## src/rtl/weight_mem_fifo_control.sv

```systemverilog
// Streams one weight submatrix from weight memory into the weight FIFOs, one row per cycle.
// Rows beyond the valid matrix height are pushed as zeros so the FIFOs always get width_height rows.
module weight_mem_fifo_control #(
    parameter int width_height = 16,
    parameter int data_width   = width_height * 8,
    parameter int ADDR_WIDTH   = 8
) (
    input  logic                            clk,
    input  logic                            reset,
    input  logic                            weight_mem_fifo_en,
    input  logic [ADDR_WIDTH-1:0]           base_addr,
    input  logic [$clog2(width_height):0]   num_row_weight_mat,
    input  logic                            fifo_full,
    input  logic [data_width-1:0]           weight_mem_rd_data,
    output logic                            weight_mem_rd_en,
    output logic [ADDR_WIDTH-1:0]           weight_mem_addr,
    output logic                            fifo_wr_en,
    output logic [data_width-1:0]           fifo_wr_data,
    output logic [$clog2(width_height)-1:0] fifo_wr_row,
    output logic                            weight_mem_fifo_done
);

    localparam int RW = $clog2(width_height);
    localparam int NW = RW + 1;

    typedef enum logic [2:0] {IDLE, LOAD, DRAIN, DONE, RELEASE} state_t;

    state_t                state_q, state_d;
    logic [ADDR_WIDTH-1:0] base_q, base_d;
    logic [NW-1:0]         n_q, n_d;
    logic [RW-1:0]         r_q, r_d;
    logic                  rd_en_q, rd_en_d;
    logic [ADDR_WIDTH-1:0] addr_q, addr_d;
    logic                  slot_q, slot_d;
    logic                  slot_zero_q, slot_zero_d;
    logic [RW-1:0]         slot_row_q, slot_row_d;
    logic                  wr_en_q, wr_en_d;
    logic                  wr_zero_q, wr_zero_d;
    logic [RW-1:0]         wr_row_q, wr_row_d;
    logic                  done_q, done_d;
    logic                  abort;

    assign abort = ((state_q == LOAD) || (state_q == DRAIN)) && !weight_mem_fifo_en;

    always_comb begin
        state_d     = state_q;
        base_d      = base_q;
        n_d         = n_q;
        r_d         = r_q;
        rd_en_d     = 1'b0;
        addr_d      = addr_q;
        slot_d      = 1'b0;
        slot_zero_d = 1'b0;
        slot_row_d  = slot_row_q;
        done_d      = 1'b0;
        // The slot issued last cycle becomes a write now unless the load is being aborted.
        wr_en_d     = slot_q && !abort;
        wr_zero_d   = slot_zero_q;
        wr_row_d    = slot_row_q;

        case (state_q)
            IDLE: begin
                if (weight_mem_fifo_en) begin
                    base_d  = base_addr;
                    n_d     = (num_row_weight_mat > NW'(width_height)) ? NW'(width_height)
                                                                       : num_row_weight_mat;
                    r_d     = '0;
                    state_d = LOAD;
                end
            end
            LOAD: begin
                if (!weight_mem_fifo_en) begin
                    state_d = IDLE;
                end else if (!fifo_full) begin
                    slot_d     = 1'b1;
                    slot_row_d = r_q;
                    if ({1'b0, r_q} < n_q) begin
                        rd_en_d = 1'b1;
                        addr_d  = base_q + ADDR_WIDTH'(r_q);
                    end else begin
                        slot_zero_d = 1'b1;
                    end
                    if (r_q == RW'(width_height - 1)) begin
                        state_d = DRAIN;
                    end else begin
                        r_d = r_q + 1'b1;
                    end
                end
            end
            DRAIN: begin
                state_d = weight_mem_fifo_en ? DONE : IDLE;
            end
            DONE: begin
                done_d  = 1'b1;
                state_d = RELEASE;
            end
            RELEASE: begin
                // Hold here until en drops so a still-high request cannot retrigger a load.
                if (!weight_mem_fifo_en) begin
                    state_d = IDLE;
                end
            end
            default: state_d = IDLE;
        endcase
    end

    always_ff @(posedge clk) begin
        if (reset) begin
            state_q     <= IDLE;
            base_q      <= '0;
            n_q         <= '0;
            r_q         <= '0;
            rd_en_q     <= 1'b0;
            addr_q      <= '0;
            slot_q      <= 1'b0;
            slot_zero_q <= 1'b0;
            slot_row_q  <= '0;
            wr_en_q     <= 1'b0;
            wr_zero_q   <= 1'b0;
            wr_row_q    <= '0;
            done_q      <= 1'b0;
        end else begin
            state_q     <= state_d;
            base_q      <= base_d;
            n_q         <= n_d;
            r_q         <= r_d;
            rd_en_q     <= rd_en_d;
            addr_q      <= addr_d;
            slot_q      <= slot_d;
            slot_zero_q <= slot_zero_d;
            slot_row_q  <= slot_row_d;
            wr_en_q     <= wr_en_d;
            wr_zero_q   <= wr_zero_d;
            wr_row_q    <= wr_row_d;
            done_q      <= done_d;
        end
    end

    assign weight_mem_rd_en     = rd_en_q;
    assign weight_mem_addr      = addr_q;
    assign fifo_wr_en           = wr_en_q;
    // Memory data arrives the cycle after the read strobe and is forwarded straight to the FIFO.
    assign fifo_wr_data         = (wr_en_q && !wr_zero_q) ? weight_mem_rd_data : '0;
    assign fifo_wr_row          = wr_row_q;
    assign weight_mem_fifo_done = done_q;

endmodule

```

## config.mk

```make
export PLATFORM = sky130hd
export DESIGN_NAME = weight_mem_fifo_control
export DESIGN_NICKNAME = d
export VERILOG_FILES = /design/src/rtl/weight_mem_fifo_control.sv
export SDC_FILE = /design/constraint.sdc
export NUM_CORES = 1
export LEC_CHECK = 0
export ABC_CLOCK_PERIOD_IN_PS = 4100
export BUFFER_PORTS_ARGS = -buffer_cell sky130_fd_sc_hd__buf_2
export CORE_AREA = 10 10 104 106
export CTS_CLUSTER_DIAMETER = 100
export CTS_CLUSTER_SIZE = 14
export DETAILED_ROUTE_END_ITERATION = 16
export DIE_AREA = 0 0 114 116
export GPL_ROUTABILITY_DRIVEN = 0
export PLACE_DENSITY = 0.81
export SETUP_SLACK_MARGIN = 0.4
export SYNTH_ARGS = -nofsm -noshare
export SYNTH_HDL_FRONTEND = slang
export SYNTH_SLANG_ARGS = --single-unit
```

## constraint.sdc

```tcl
create_clock -name clk -period 4.1 [get_ports clk]
set_clock_uncertainty 0.1 [all_clocks]
set_input_delay 0.41 -clock clk [delete_from_list [all_inputs] [get_ports clk]]
set_output_delay 0.41 -clock clk [all_outputs]
set_load 0.01 [all_outputs]
```

---- Word level (Yosys, flattened, before mapping) ----
Cells that the tools add are included.
storage, ports and cells
  output and inout port bits .............. 143
  input port bits ......................... 145
  bits in registers ....................... 42
operators by class
  add/subtract/negate cells ............... 2
  mux-type cells .......................... 18
  order comparisons ....................... 2
  reduce and logical (&&, ||, !) cells .... 16
  equality and inequality tests ........... 12
  bitwise gates (word level) .............. 3
operators with widths
  operator             number
  $mux 128             1
  $mux 4               4
  $mux 3               5
  $pmux 3 s5           1
  $ne 2x2->1 const B   5
  $add 8x4->8          1
  $pmux 4 s2           1
  $reduce_and 4->1     2
  $eq 3x2->1 const B   2
  $gt 5x5->1 const B   1
  $lt 4x5->1           1
  $mux 5               1
  $reduce_and 5->1     1
  $add 4x1->4 const B  1
  $eq 4x4->1 const B   1
  $mux 1               4
  $reduce_or 4->1      1
  $eq 3x1->1 const B   1
  $eq 3x3->1 const B   1
  $logic_and 1x1->1    3
  $logic_not 1->1      3
  $logic_not 3->1      1
  $ne 3x2->1 const B   1
  $ne 3x3->1 const B   1
  7 further kinds      9

---- Depth between registers and ports, before layout ----
Gate-level depths: netlist of the first run.
  depth in word-level cells ............... 5
  mapped depth ............................ 8

---- Worst setup path before layout of the first run ----
No wires, ideal clock.
  kind .................................... register -> register
  from .................................... register r_q[0]
  to ...................................... register addr_q[6], in the netlist weight_mem_addr[6]
  clock period less this slack ............ 1924 ps
  arrival ................................. 1744 ps
  stages on the path, launching flop included .. 9
  library setup time ...................... 79 ps
  buffers on the path ..................... 0
  path slack .............................. 2176 ps
  path through ............................ dfxtp_1 -> ha_1 -> inv_1 -> fa_1 -> nor2b_1 -> o21ai_0 -> a21o_1 -> xor2_1 -> a211oi_2
on the way
  longest elaborated chain between the ends .. 2
  elaborated cells between the ends (all ways) .. 3
RTL lines
  item                               RTL line  text
  from (decl)                        31        logic [RW-1:0] r_q, r_d;
  from (signal assigned)             126       r_q <= r_d;
  $lt 4x5->1                         77        if ({1'b0, r_q} < n_q) begin
  $reduce_and 4->1 (no source line)  -
  to (signal assigned)               128       addr_q <= addr_d;
  to (decl)                          33        logic [ADDR_WIDTH-1:0] addr_q, addr_d;
Parallel ways exist; a longest one is shown, timed or not.
A chain may end at the register's enable or synchronous reset.

---- Final worst setup path of the first run ----
  from .................................... register wr_en_q, in the netlist fifo_wr_en
  to ...................................... output fifo_wr_data[65]
on the way
  longest elaborated chain between the ends .. 2
RTL lines
  item                    RTL line  text
  from (decl)             37        logic wr_en_q, wr_en_d;
  from (signal assigned)  132       wr_en_q <= wr_en_d;
  $logic_and 1x1->1       143       assign fifo_wr_data = (wr_en_q && !wr_zero_q) ? weight_mem_rd_data : '0;
  $mux 128                143
  to (decl)               18        output logic [data_width-1:0] fifo_wr_data,
No other way between the ends.

==> results.md, run 1 <==
• **setup total negative slack** 0 ns
• **vias in the first global route** 3,415
• **required time of the critical path** 3.59 ns
• **Avg Cell Area, Syn** 7.72 sq um
• **CP peak stage delay** 0.64 ns
• **die extent in x** 114 um
• **overall global routing resource usage** 0.208
• **placed cell areas** 4230 sq um
• **async set-reset flop share out of synthesis** 0
• **Detailed Route Iter0 Violations** 201
• **# nets final** 780
• **area of the core region** 8680 sq um
• **clk slew on worst S/H paths** 0.09 ns
• **effective utilization at floorplan** 0.316
• **clk sink count** 42
• **dominant combinational cell family by area after synthesis** simple AND/OR/NAND/NOR gates
• **post-synthesis sequential element count** 42
• **Distinct cells, synth** 38
• **worst ir drop on vdd** 0.316 mV
• **number of ports placed on the die boundary** 288
• **upper clock frequency limit** 415 MHz
• **number of remaining DRC errors** 0
• **top fanout value on the critical path** 128
• **std cell rows** 34
• **xor-xnor portion of the synthesized cell area** 0.0224
• **final clock period utilization by the worst path** 0.588
• **Worst Hold Endpoint** base_q[0]$_SDFFE_PP0P_
• **share of cell area taken by muxes after synthesis** 0.0146
• **setup fix buffers added after clock tree synthesis** 0
• **standard cell with the maximum stage delay on the critical path** sky130_fd_sc_hd__buf_4
• **share of the synthesized area in compound gates (AO/OA/AOI/OAI)** 0.119
• **worst hold start** base_addr[0]
• **TritonCTS clock tree** yes
• **worst r2r dst** weight_mem_addr[6]$_SDFFE_PP0P_
• **Reg-to-Reg Start** r_q[0]$_SDFFE_PP0P_
• **PostCTS Resize Cnt** 0
• **wire length of the first global-routing pass** 21,500 um
• **pwr dens** 222 nW/um^2
• **reported leakage power** 0.00249 uW
• **worst hold path type** primary input to flip-flop
• **path type of the worst setup path** flip-flop to primary output
• **vias** 3,440
• **die extent in y** 116 um
• **instance count of the mapped netlist** 355
• **fillcell total** 879
• **quantity of I/O buffers inserted on ports** 287
• **placed wire-length estimate** 13,700 um
• **WL per Instance** 21.0 um
• **number of enable-type register cells in the synthesized netlist** 0
• **Cell Area, Synth** 2740 sq um
• **cell class contributing the biggest share of worst-path delay** buffers and inverters
• **unrepaired setup endpoints after global routing** no
• **Final min period** 2.41 ns
• **area grow syn2layout** 60.0%
• **outcome** finished clean
• **fraction of layout cells with a size suffix above 1** 0.490
• **Worst Path Arrival** 1.90 ns
• **critical path endpoint category** primary output
• **number of buffers created by CTS** 5
• **fraction of the mapped netlist area in simple logic gates** 0.445
• **pin count of the biggest net entering global routing** 129
• **Hold Path Depth** 3
• **number of vias per cell** 4.65
• **setup slack, reg-to-reg** 1.97 ns
• **Worst R2R Path Depth** 8
• **clock latency reported for the late side of the worst-skew pair** 0.30 ns
• **buffers from clock root to sink, at most** 2
• **antenna violations before repair** 9
• **total of max-cap violations** 0
• **Synthesized Nets** 509
• **warnings from Yosys** 0
• **Root Buffer Master** sky130_fd_sc_hd__clkbuf_8
• **cell taking the most area after synthesis** sky130_fd_sc_hd__dfxtp_1
• **max_slew headroom** 0.421
• **actual slew at the worst max-slew pin** 0.868 ns
• **top area cells in the synthesized netlist** sky130_fd_sc_hd__dfxtp_1 31%, sky130_fd_sc_hd__and2_1 29%, sky130_fd_sc_hd__nand2_1 5.3%
• **number of nets still failing antenna checks after routing** 0
• **type of origin of the critical path** flip-flop
• **number of endpoints with negative hold slack in the final report** 0
• **cell-by-cell listing of the critical path** nor2b_4 -> buf_4 -> and2_1 -> buf_2
• **fin area** 4390 sq um
• **Primary FF master, synth** sky130_fd_sc_hd__dfxtp_1
• **hold buffers post-CTS** 0
• **H-tree depth** 2
• **overall overflow remaining after global route** 0
• **total wire length** 15,500 um
• **sequential area share after synthesis** 0.307
• **Pre-antenna DRT Iters** 4
• **Buf+Inv Stages, Crit Path** 2
• **number of max-slew violations in the final report** 0
• **Worst path depth** 4
• **arithmetic-cell share of the synthesized area counting full adders, half adders and majority gates** 0.0438
• **number of setup violations in the final report** 0
• **Synth top area share** 0.307
• **die area** 13,200 sq um
==> cells in the mapped netlist (2+ instances only) <==
| library cell | number |
|---|---|
| sky130_fd_sc_hd__nand3_1 | 3 |
| sky130_fd_sc_hd__nor2_1 | 9 |
| sky130_fd_sc_hd__o21ai_0 | 6 |
| sky130_fd_sc_hd__a21oi_1 | 27 |
| sky130_fd_sc_hd__a211oi_1 | 3 |
| sky130_fd_sc_hd__nand2b_1 | 4 |
| sky130_fd_sc_hd__dfxtp_1 | 42 |
| sky130_fd_sc_hd__xor2_1 | 4 |
| sky130_fd_sc_hd__nor3_1 | 3 |
| sky130_fd_sc_hd__a211oi_2 | 2 |
| sky130_fd_sc_hd__nor2b_1 | 9 |
| sky130_fd_sc_hd__ha_1 | 8 |
| sky130_fd_sc_hd__mux2i_1 | 4 |
| sky130_fd_sc_hd__nand2_1 | 39 |
| sky130_fd_sc_hd__nor2_2 | 2 |
| sky130_fd_sc_hd__nand3b_1 | 7 |
| sky130_fd_sc_hd__buf_2 | 2 |
| sky130_fd_sc_hd__clkbuf_1 | 21 |
| sky130_fd_sc_hd__or3_1 | 2 |
| sky130_fd_sc_hd__a21o_1 | 2 |
| sky130_fd_sc_hd__inv_1 | 9 |
| sky130_fd_sc_hd__and2_1 | 129 |
| sky130_fd_sc_hd__xnor2_1 | 3 |
==> cells by family (layout without fill, tap and decap cells) <==
group / Yosys count / count (layout)
AND/OR/NAND/NOR: 212 / 212
adder cells (fa/ha/maj): 9 / 9
flip-flops: 42 / 42
AO/OA/AOI/OAI: 48 / 48
multiplexers: 4 / 4
other: 0 / 4
buffers and inverters: 33 / 305
XOR/XNOR: 7 / 7
==> worst max-delay path by stage <==
stage	slack [ns]	startpoint	end
final	1.69	fifo_wr_en$_SDFF_PP0_	fifo_wr_data[65]
after global routing	1.56	fifo_wr_en$_SDFF_PP0_	fifo_wr_data[65]
after CTS	1.70	fifo_wr_en$_SDFF_PP0_	fifo_wr_data[65]
after detailed placement	1.78	state_q[1]$_SDFFE_PP0P_	n_q[0]$_SDFFE_PP0P_
after global placement	1.90	state_q[1]$_SDFFE_PP0P_	n_q[0]$_SDFFE_PP0P_
after floorplan	2.18	r_q[0]$_SDFFE_PP0P_	weight_mem_addr[6]$_SDFFE_PP0P_
==> stage by stage <==
stage / utilization / hold WS [ns] / worst slack [ns] / cells / power, uW
CTS: 0.504 / 0.242 / 1.70 / 735 / 979
finish: 0.505 / 0.249 / 1.69 / 739 / 975
global route: 0.504 / 0.256 / 1.56 / 736 / 1000
global placement: 0.487 / 0.342 / 1.90 / 727 / 574
detailed placement: 0.487 / 0.349 / 1.78 / 727 / 578
floorplan: - / 0.314 / 2.18 / 355 / 487
==> state kept, by name, summed over array words and instances, names as in the netlist, 3 cells and up <==
register	cells
weight_mem_addr	8
fifo_wr_row	4
state_q	3
r_q	4
base_q	8
n_q	5
slot_row_q	4
==> placed cells by master, fill, tap and decap left out, types with 3 or more instances in the layout <==
master                       n
sky130_fd_sc_hd__nand3b_1    7
sky130_fd_sc_hd__inv_1       9
sky130_fd_sc_hd__nor2b_1     8
sky130_fd_sc_hd__diode_2     4
sky130_fd_sc_hd__dfxtp_1    42
sky130_fd_sc_hd__nor2_1      9
sky130_fd_sc_hd__mux2i_1     4
sky130_fd_sc_hd__xnor2_1     3
sky130_fd_sc_hd__nand3_1     3
sky130_fd_sc_hd__clkbuf_8    6
sky130_fd_sc_hd__xor2_1      4
sky130_fd_sc_hd__a211oi_1    3
sky130_fd_sc_hd__a21oi_1    27
sky130_fd_sc_hd__buf_2     287
sky130_fd_sc_hd__ha_1        8
sky130_fd_sc_hd__and2_1    129
sky130_fd_sc_hd__nand2b_1    4
sky130_fd_sc_hd__o21ai_0     6
sky130_fd_sc_hd__nand2_1    39
==> tightest hold or removal path, cell delays in order <==
cell and delay [ns]:
sky130_fd_sc_hd__buf_2 0.10, sky130_fd_sc_hd__nand2_1 0.05, sky130_fd_sc_hd__a21oi_1 0.05
==> routing by layer <==
layer | share of wire | wire length, um | vias up | GRT usage
li1 | - | - | 1684 | -
met3 | 0.11 | 1680 | 15 | 0.0941
met2 | 0.48 | 7520 | 162 | 0.344
met1 | 0.40 | 6220 | 1571 | 0.253
met4 | 0.0041 | 63 | 8 | 0.0201
met5 | 0.0034 | 53 | - | 0
==> final cells by class <==
type / instances / area, sq um / share of cell area
diodes: 4 / 10.0 / 0.00228
inverters: 9 / 33.8 / 0.00770
clock buffers: 6 / 82.6 / 0.0188
well taps: 108 / 135 / 0.0308
flip-flops and latches: 42 / 841 / 0.192
repair buffers: 288 / 1440 / 0.329
multi-input cells: 280 / 1780 / 0.406
clock inverters: 2 / 60.1 / 0.0137
==> report_power, final <==
| group | leakage [uW] | switching (uW) | internal (uW) |
|---|---|---|---|
| combinational | 0.00208 | 68.6 | 74.6 |
| clock | 0.0000714 | 146 | 260 |
| sequential | 0.000341 | 8.83 | 417 |
Note: power is estimated with default switching activity, not from simulation.
==> inputs of run 2 (changes only) <==
--- a/config.mk
+++ b/config.mk
@@ -5,7 +5,7 @@
 export SDC_FILE = /design/constraint.sdc
 export NUM_CORES = 1
 export LEC_CHECK = 0
-export ABC_CLOCK_PERIOD_IN_PS = 4100
+export ABC_CLOCK_PERIOD_IN_PS = 2300
 export BUFFER_PORTS_ARGS = -buffer_cell sky130_fd_sc_hd__buf_2
 export CORE_AREA = 10 10 104 106
 export CTS_CLUSTER_DIAMETER = 100
==> constraint.sdc (replaced) <==
create_clock -name clk -period 2.3 [get_ports clk]
set_clock_uncertainty 0.1 [all_clocks]
set_input_delay 0.23 -clock clk [delete_from_list [all_inputs] [get_ports clk]]
set_output_delay 0.23 -clock clk [all_outputs]
set_load 0.01 [all_outputs]
==> results.md, run 2 (synthesis results as in run 1) <==
• **overall overflow remaining after global route** 0
• **quantity of I/O buffers inserted on ports** 287
• **placed wire-length estimate** 14,400 um
• **number of buffers created by CTS** 5
• **final clock period utilization by the worst path** 0.826
• **number of max-slew violations in the final report** 0
• **die extent in y** 116 um
• **clk sink count** 42
• **reported leakage power** 0.00255 uW
• **standard cell with the maximum stage delay on the critical path** sky130_fd_sc_hd__dfxtp_1
• **fraction of layout cells with a size suffix above 1** 0.522
• **TritonCTS clock tree** yes
• **vias** 3,565
• **buffers from clock root to sink, at most** 2
• **number of ports placed on the die boundary** 288
• **worst ir drop on vdd** 0.414 mV
• **pwr dens** 349 nW/um^2
• **number of endpoints with negative hold slack in the final report** 0
• **actual slew at the worst max-slew pin** 0.578 ns
• **Worst Path Arrival** 1.57 ns
• **path type of the worst setup path** flip-flop to primary output
• **hold_ws** 0.0664 ns
• **clock latency reported for the late side of the worst-skew pair** 0.30 ns
• **WL per Instance** 22.0 um
• **number of setup violations in the final report** 0
• **outcome** finished clean
• **top fanout value on the critical path** 64
• **unrepaired setup endpoints after global routing** yes
• **die area** 13,200 sq um
• **Final min period** 1.90 ns
• **total wire length** 16,700 um
• **die extent in x** 114 um
• **vias in the first global route** 3,562
• **type of origin of the critical path** flip-flop
• **# nets final** 789
• **most common cell after layout, fill and taps aside** sky130_fd_sc_hd__buf_2
• **pin count of the biggest net entering global routing** 65
• **fin area** 4580 sq um
• **H-tree depth** 2
• **number of vias per cell** 4.72
• **number of remaining DRC errors** 0
• **placed cell areas** 4260 sq um
• **Root Buffer Master** sky130_fd_sc_hd__clkbuf_8
• **cell-by-cell listing of the critical path** nor2b_4 -> bufbuf_16 -> and2_1 -> buf_2
• **worst hold path type** primary input to flip-flop
• **hold buffers post-CTS** 0
• **CP peak stage delay** 0.37 ns
• **clk slew on worst S/H paths** 0.08 ns
• **overall global routing resource usage** 0.223
• **antenna violations before repair** 17
• **area grow syn2layout** 67.2%
• **number of nets still failing antenna checks after routing** 0
• **setup total negative slack** 0 ns
• **area of the core region** 8680 sq um
• **Pre-antenna DRT Iters** 4
• **max_slew headroom** 0.615
• **total power of the final layout** 1600 uW
• **required time of the critical path** 1.97 ns
• **total of max-cap violations** 0
• **critical path endpoint category** primary output
• **effective utilization at floorplan** 0.316
• **std cell rows** 34
• **upper clock frequency limit** 527 MHz
• **highest-count cells in the layout ignoring fill and taps** 287 x sky130_fd_sc_hd__buf_2, 129 x sky130_fd_sc_hd__and2_1, 39 x sky130_fd_sc_hd__nand2_1
• **Detailed Route Iter0 Violations** 311
• **wire length of the first global-routing pass** 22,600 um
==> run 2: cell count changes in the layout (fill, tap and decap cells not counted), moves of 3 or more <==
cell	before	now
sky130_fd_sc_hd__buf_4	1	6
sky130_fd_sc_hd__dfxtp_1	42	34
sky130_fd_sc_hd__dfxtp_2	0	5
sky130_fd_sc_hd__dfxtp_4	0	3
sky130_fd_sc_hd__diode_2	4	12
sky130_fd_sc_hd__ha_1	8	5
==> run 2: critical path, delay by kind of cell (launching register included) <==
kind / cells / cell delay, ns
buffers and inverters: 2 / 0.50
AND/OR/NAND/NOR: 2 / 0.38
flip-flops: 1 / 0.37
==> run 2: cell type report <==
cell class,instances,area (sq um)
inverter,9,33.8
sequential,42,858
fill,858,4100
clock inverter,3,40.0
antenna,12,30.0
tap,108,135
timing repair buffer,297,1580
clock buffer,5,68.8
multi-input combinational,280,1840
==> run 2: worst paths after layout <==
check	slack [ns]	startpoint	end	cells after the start
worst max-delay path	0.40	fifo_wr_en$_SDFF_PP0_	fifo_wr_data[12]	4
worst min-delay path	0.07	base_addr[5]	base_q[5]$_SDFFE_PP0P_	3
worst max register to register	0.41	base_q[0]$_SDFFE_PP0P_	weight_mem_addr[6]$_SDFFE_PP0P_	8
worst min register to register	0.36	slot_zero_q$_SDFF_PP0_	wr_zero_q$_SDFF_PP0_	1
==> run 2: layer usage <==
layer | vias to the layer above | GRT usage | share of wire
li1 | 1714 | - | -
met1 | 1628 | 0.240 | 0.35
met2 | 191 | 0.375 | 0.49
met3 | 24 | 0.140 | 0.15
met4 | 8 | 0.0301 | 0.012
met5 | - | 0 | 0.0030
==> run 2: power breakdown <==
part	total [uW]	switching [uW]	internal (uW)	leakage, uW
sequential	759	17.7	741	0.000345
combinational	268	122	146	0.00214
clock	572	253	319	0.0000580
total	1600	393	1210	0.00255
==> run 2: what timing repair did <==
item | 4_1_cts | 5_1_grt
resized for setup | 7 | 18
gates cloned | 1 | 1
setup buffers | 3 | 2
pin swaps | 1 | 6
endpoints found under the setup margin | 11 | 88
endpoints found under the hold margin | 0 | 0
==> run 2: metrics by stage <==
| step | util | instances | setup WS [ns] |
|---|---|---|---|
| after detailed placement | 0.490 | 729 | 0.243 |
| after CTS | 0.513 | 741 | 0.340 |
| final | 0.528 | 756 | 0.401 |
| after floorplan | - | 355 | 0.438 |
| after global routing | 0.527 | 751 | 0.324 |
| after global placement | 0.490 | 729 | 0.355 |
==> inputs of run 3 (changes only) <==
--- a/config.mk
+++ b/config.mk
@@ -5,7 +5,7 @@
 export SDC_FILE = /design/constraint.sdc
 export NUM_CORES = 1
 export LEC_CHECK = 0
-export ABC_CLOCK_PERIOD_IN_PS = 2300
+export ABC_CLOCK_PERIOD_IN_PS = 1900
 export BUFFER_PORTS_ARGS = -buffer_cell sky130_fd_sc_hd__buf_2
 export CORE_AREA = 10 10 104 106
 export CTS_CLUSTER_DIAMETER = 100
==> constraint.sdc (replaced) <==
create_clock -name clk -period 1.9 [get_ports clk]
set_clock_uncertainty 0.1 [all_clocks]
set_input_delay 0.19 -clock clk [delete_from_list [all_inputs] [get_ports clk]]
set_output_delay 0.19 -clock clk [all_outputs]
set_load 0.01 [all_outputs]
==> results.md, run 3 (synthesis results as in run 1) <==
• **worst hold start** base_addr[1]
• **type of origin of the critical path** flip-flop
• **part of the total power dissipated in the clock network** 0.381
• **number of max-slew violations in the final report** 0
• **upper clock frequency limit** 546 MHz
• **Hold Path Depth** 3
• **max_slew headroom** 0.690
• **overall global routing resource usage** 0.234
• **cell-by-cell listing of the critical path** nor2b_4 -> buf_6 -> buf_6 -> clkbuf_16 -> and2_4 -> buf_6
• **Worst R2R Path Depth** 7
• **area of the core region** 8680 sq um
• **required time of the critical path** 1.61 ns
• **sequential cell fraction of total power** 0.414
• **clk sink count** 42
• **TritonCTS clock tree** yes
• **Pre-antenna DRT Iters** 7
• **worst r2r dst** r_q[3]$_SDFFE_PP0P_
• **Worst Path Arrival** 1.54 ns
• **fillcell total** 554
• **hold_ws** 0.0215 ns
• **quantity of I/O buffers inserted on ports** 287
• **Seq. cell area** 865 sq um
• **vias** 3,983
• **number of ports placed on the die boundary** 288
• **CP most frequent cell** sky130_fd_sc_hd__buf_6
• **net switching fraction of the power** 0.247
• **pwr dens** 340 nW/um^2
• **placed wire-length estimate** 13,900 um
• **number of vias per cell** 5.04
• **hold buffers post-CTS** 0
• **switching power** 546 uW
• **worst ir drop on vdd** 0.568 mV
• **die extent in x** 114 um
• **die extent in y** 116 um
• **setup slack, reg-to-reg** 0.08 ns
• **number of remaining DRC errors** 0
• **overall overflow remaining after global route** 0
• **H-tree depth** 2
• **Worst Hold Endpoint** base_q[1]$_SDFFE_PP0P_
• **number of nets still failing antenna checks after routing** 0
• **share of total power in combinational logic** 0.204
• **Reg-to-Reg Start** r_q[0]$_SDFFE_PP0P_
• **total wire length** 19,900 um
• **total of max-cap violations** 0
• **vias in the first global route** 3,908
• **clock latency reported for the late side of the worst-skew pair** 0.29 ns
• **CP peak stage delay** 0.36 ns
• **path type of the worst setup path** flip-flop to primary output
• **WL per Instance** 25.2 um
• **outcome** finished clean
• **pin count of the biggest net entering global routing** 29
• **setup total negative slack** 0 ns
• **number of placed instances, taps included** 737
• **worst hold path type** primary input to flip-flop
• **number of endpoints with negative hold slack in the final report** 0
• **effective utilization at floorplan** 0.316
• **# nets final** 830
• **top fanout value on the critical path** 4
• **number of buffers created by CTS** 5
• **highest-count cells in the layout ignoring fill and taps** 160 x sky130_fd_sc_hd__buf_2, 134 x sky130_fd_sc_hd__buf_6, 126 x sky130_fd_sc_hd__and2_4
• **Final min period** 1.83 ns
• **actual slew at the worst max-slew pin** 0.465 ns
• **final clock period utilization by the worst path** 0.965
• **fraction of layout cells with a size suffix above 1** 0.759
• **standard cell with the maximum stage delay on the critical path** sky130_fd_sc_hd__dfxtp_2
• **non-filler instance count after layout** 791
• **Int Pwr** 1660 uW
• **buffers from clock root to sink, at most** 2
• **Detailed Route Iter0 Violations** 342
• **std cell rows** 34
• **area grow syn2layout** 137%
• **multi-input gate area in the final layout** 2240 sq um
• **reported leakage power** 0.00313 uW
• **most common cell after layout, fill and taps aside** sky130_fd_sc_hd__buf_2
• **total power of the final layout** 2210 uW
• **clk slew on worst S/H paths** 0.08 ns
• **Root Buffer Master** sky130_fd_sc_hd__clkbuf_8
• **die area** 13,200 sq um
• **number of setup violations in the final report** 0
• **critical path endpoint category** primary output
• **fin util** 0.750
• **antenna violations before repair** 6
• **unrepaired setup endpoints after global routing** yes
• **wire length of the first global-routing pass** 24,300 um
run 3: area by class of cell:
class	instances	area share
Clock buffer	5	0.0106
Clock inverter	3	0.0106
Antenna cell	6	0.00231
Tap cell	108	0.0208
Inverter	9	0.00519
Multi-Input combinational cell	281	0.344
Sequential cell	42	0.133
Timing Repair Buffer	337	0.474
run 3: layer usage:
| metal | track usage | vias to the layer above | part of all wire |
|---|---|---|---|
| li1 | - | 1790 | - |
| met3 | 0.0811 | 26 | 0.088 |
| met4 | 0.0301 | 2 | 0.014 |
| met1 | 0.283 | 1941 | 0.38 |
| met5 | 0 | - | 0.00040 |
| met2 | 0.402 | 224 | 0.51 |
run 3: how the worst max path moves through the flow:
stage                                     start                              end  depth (start not counted)
after floorplan             r_q[0]$_SDFFE_PP0P_  weight_mem_addr[6]$_SDFFE_PP0P_                          8
after global placement      r_q[0]$_SDFFE_PP0P_  weight_mem_addr[6]$_SDFFE_PP0P_                          8
after detailed placement    r_q[1]$_SDFFE_PP0P_              r_q[2]$_SDFFE_PP0P_                          6
after CTS                   r_q[0]$_SDFFE_PP0P_  weight_mem_addr[6]$_SDFFE_PP0P_                          8
after global routing        r_q[0]$_SDFFE_PP0P_  weight_mem_addr[6]$_SDFFE_PP0P_                          8
final                     fifo_wr_en$_SDFF_PP0_                 fifo_wr_data[53]                          6
run 3: repair_timing:
item	CTS	global route
setup buffers	19	1
resized for setup	69	273
gates cloned	9	11
pin swaps	25	87
hold endpoints to repair	0	0
setup endpoints to repair	160	160
run 3: power by group through the flow:
| stage | Clock, uW | Combinational (uW) | Sequential [uW] |
|---|---|---|---|
| detailed placement | 0 | 326 | 937 |
| global route | 879 | 482 | 918 |
| floorplan | 0 | 121 | 933 |
| finish | 843 | 451 | 916 |
| CTS | 852 | 365 | 915 |
| global placement | 0 | 318 | 935 |
run 3: stage by stage:
| stage | area (sq um) | setup WS (ns) |
|---|---|---|
| floorplan | 2800 | 0.185 |
| global placement | 4370 | 0.135 |
| detailed placement | 4370 | -0.00304 |
| CTS | 5220 | 0.0859 |
| global route | 6500 | -0.000309 |
| finish | 6510 | 0.0668 |
run 3: critical path: cells and delay by family, from the launching register on:
kind	cells	cell delay, ns
buf+inv	4	0.51
flops	1	0.36
simple gates	2	0.38
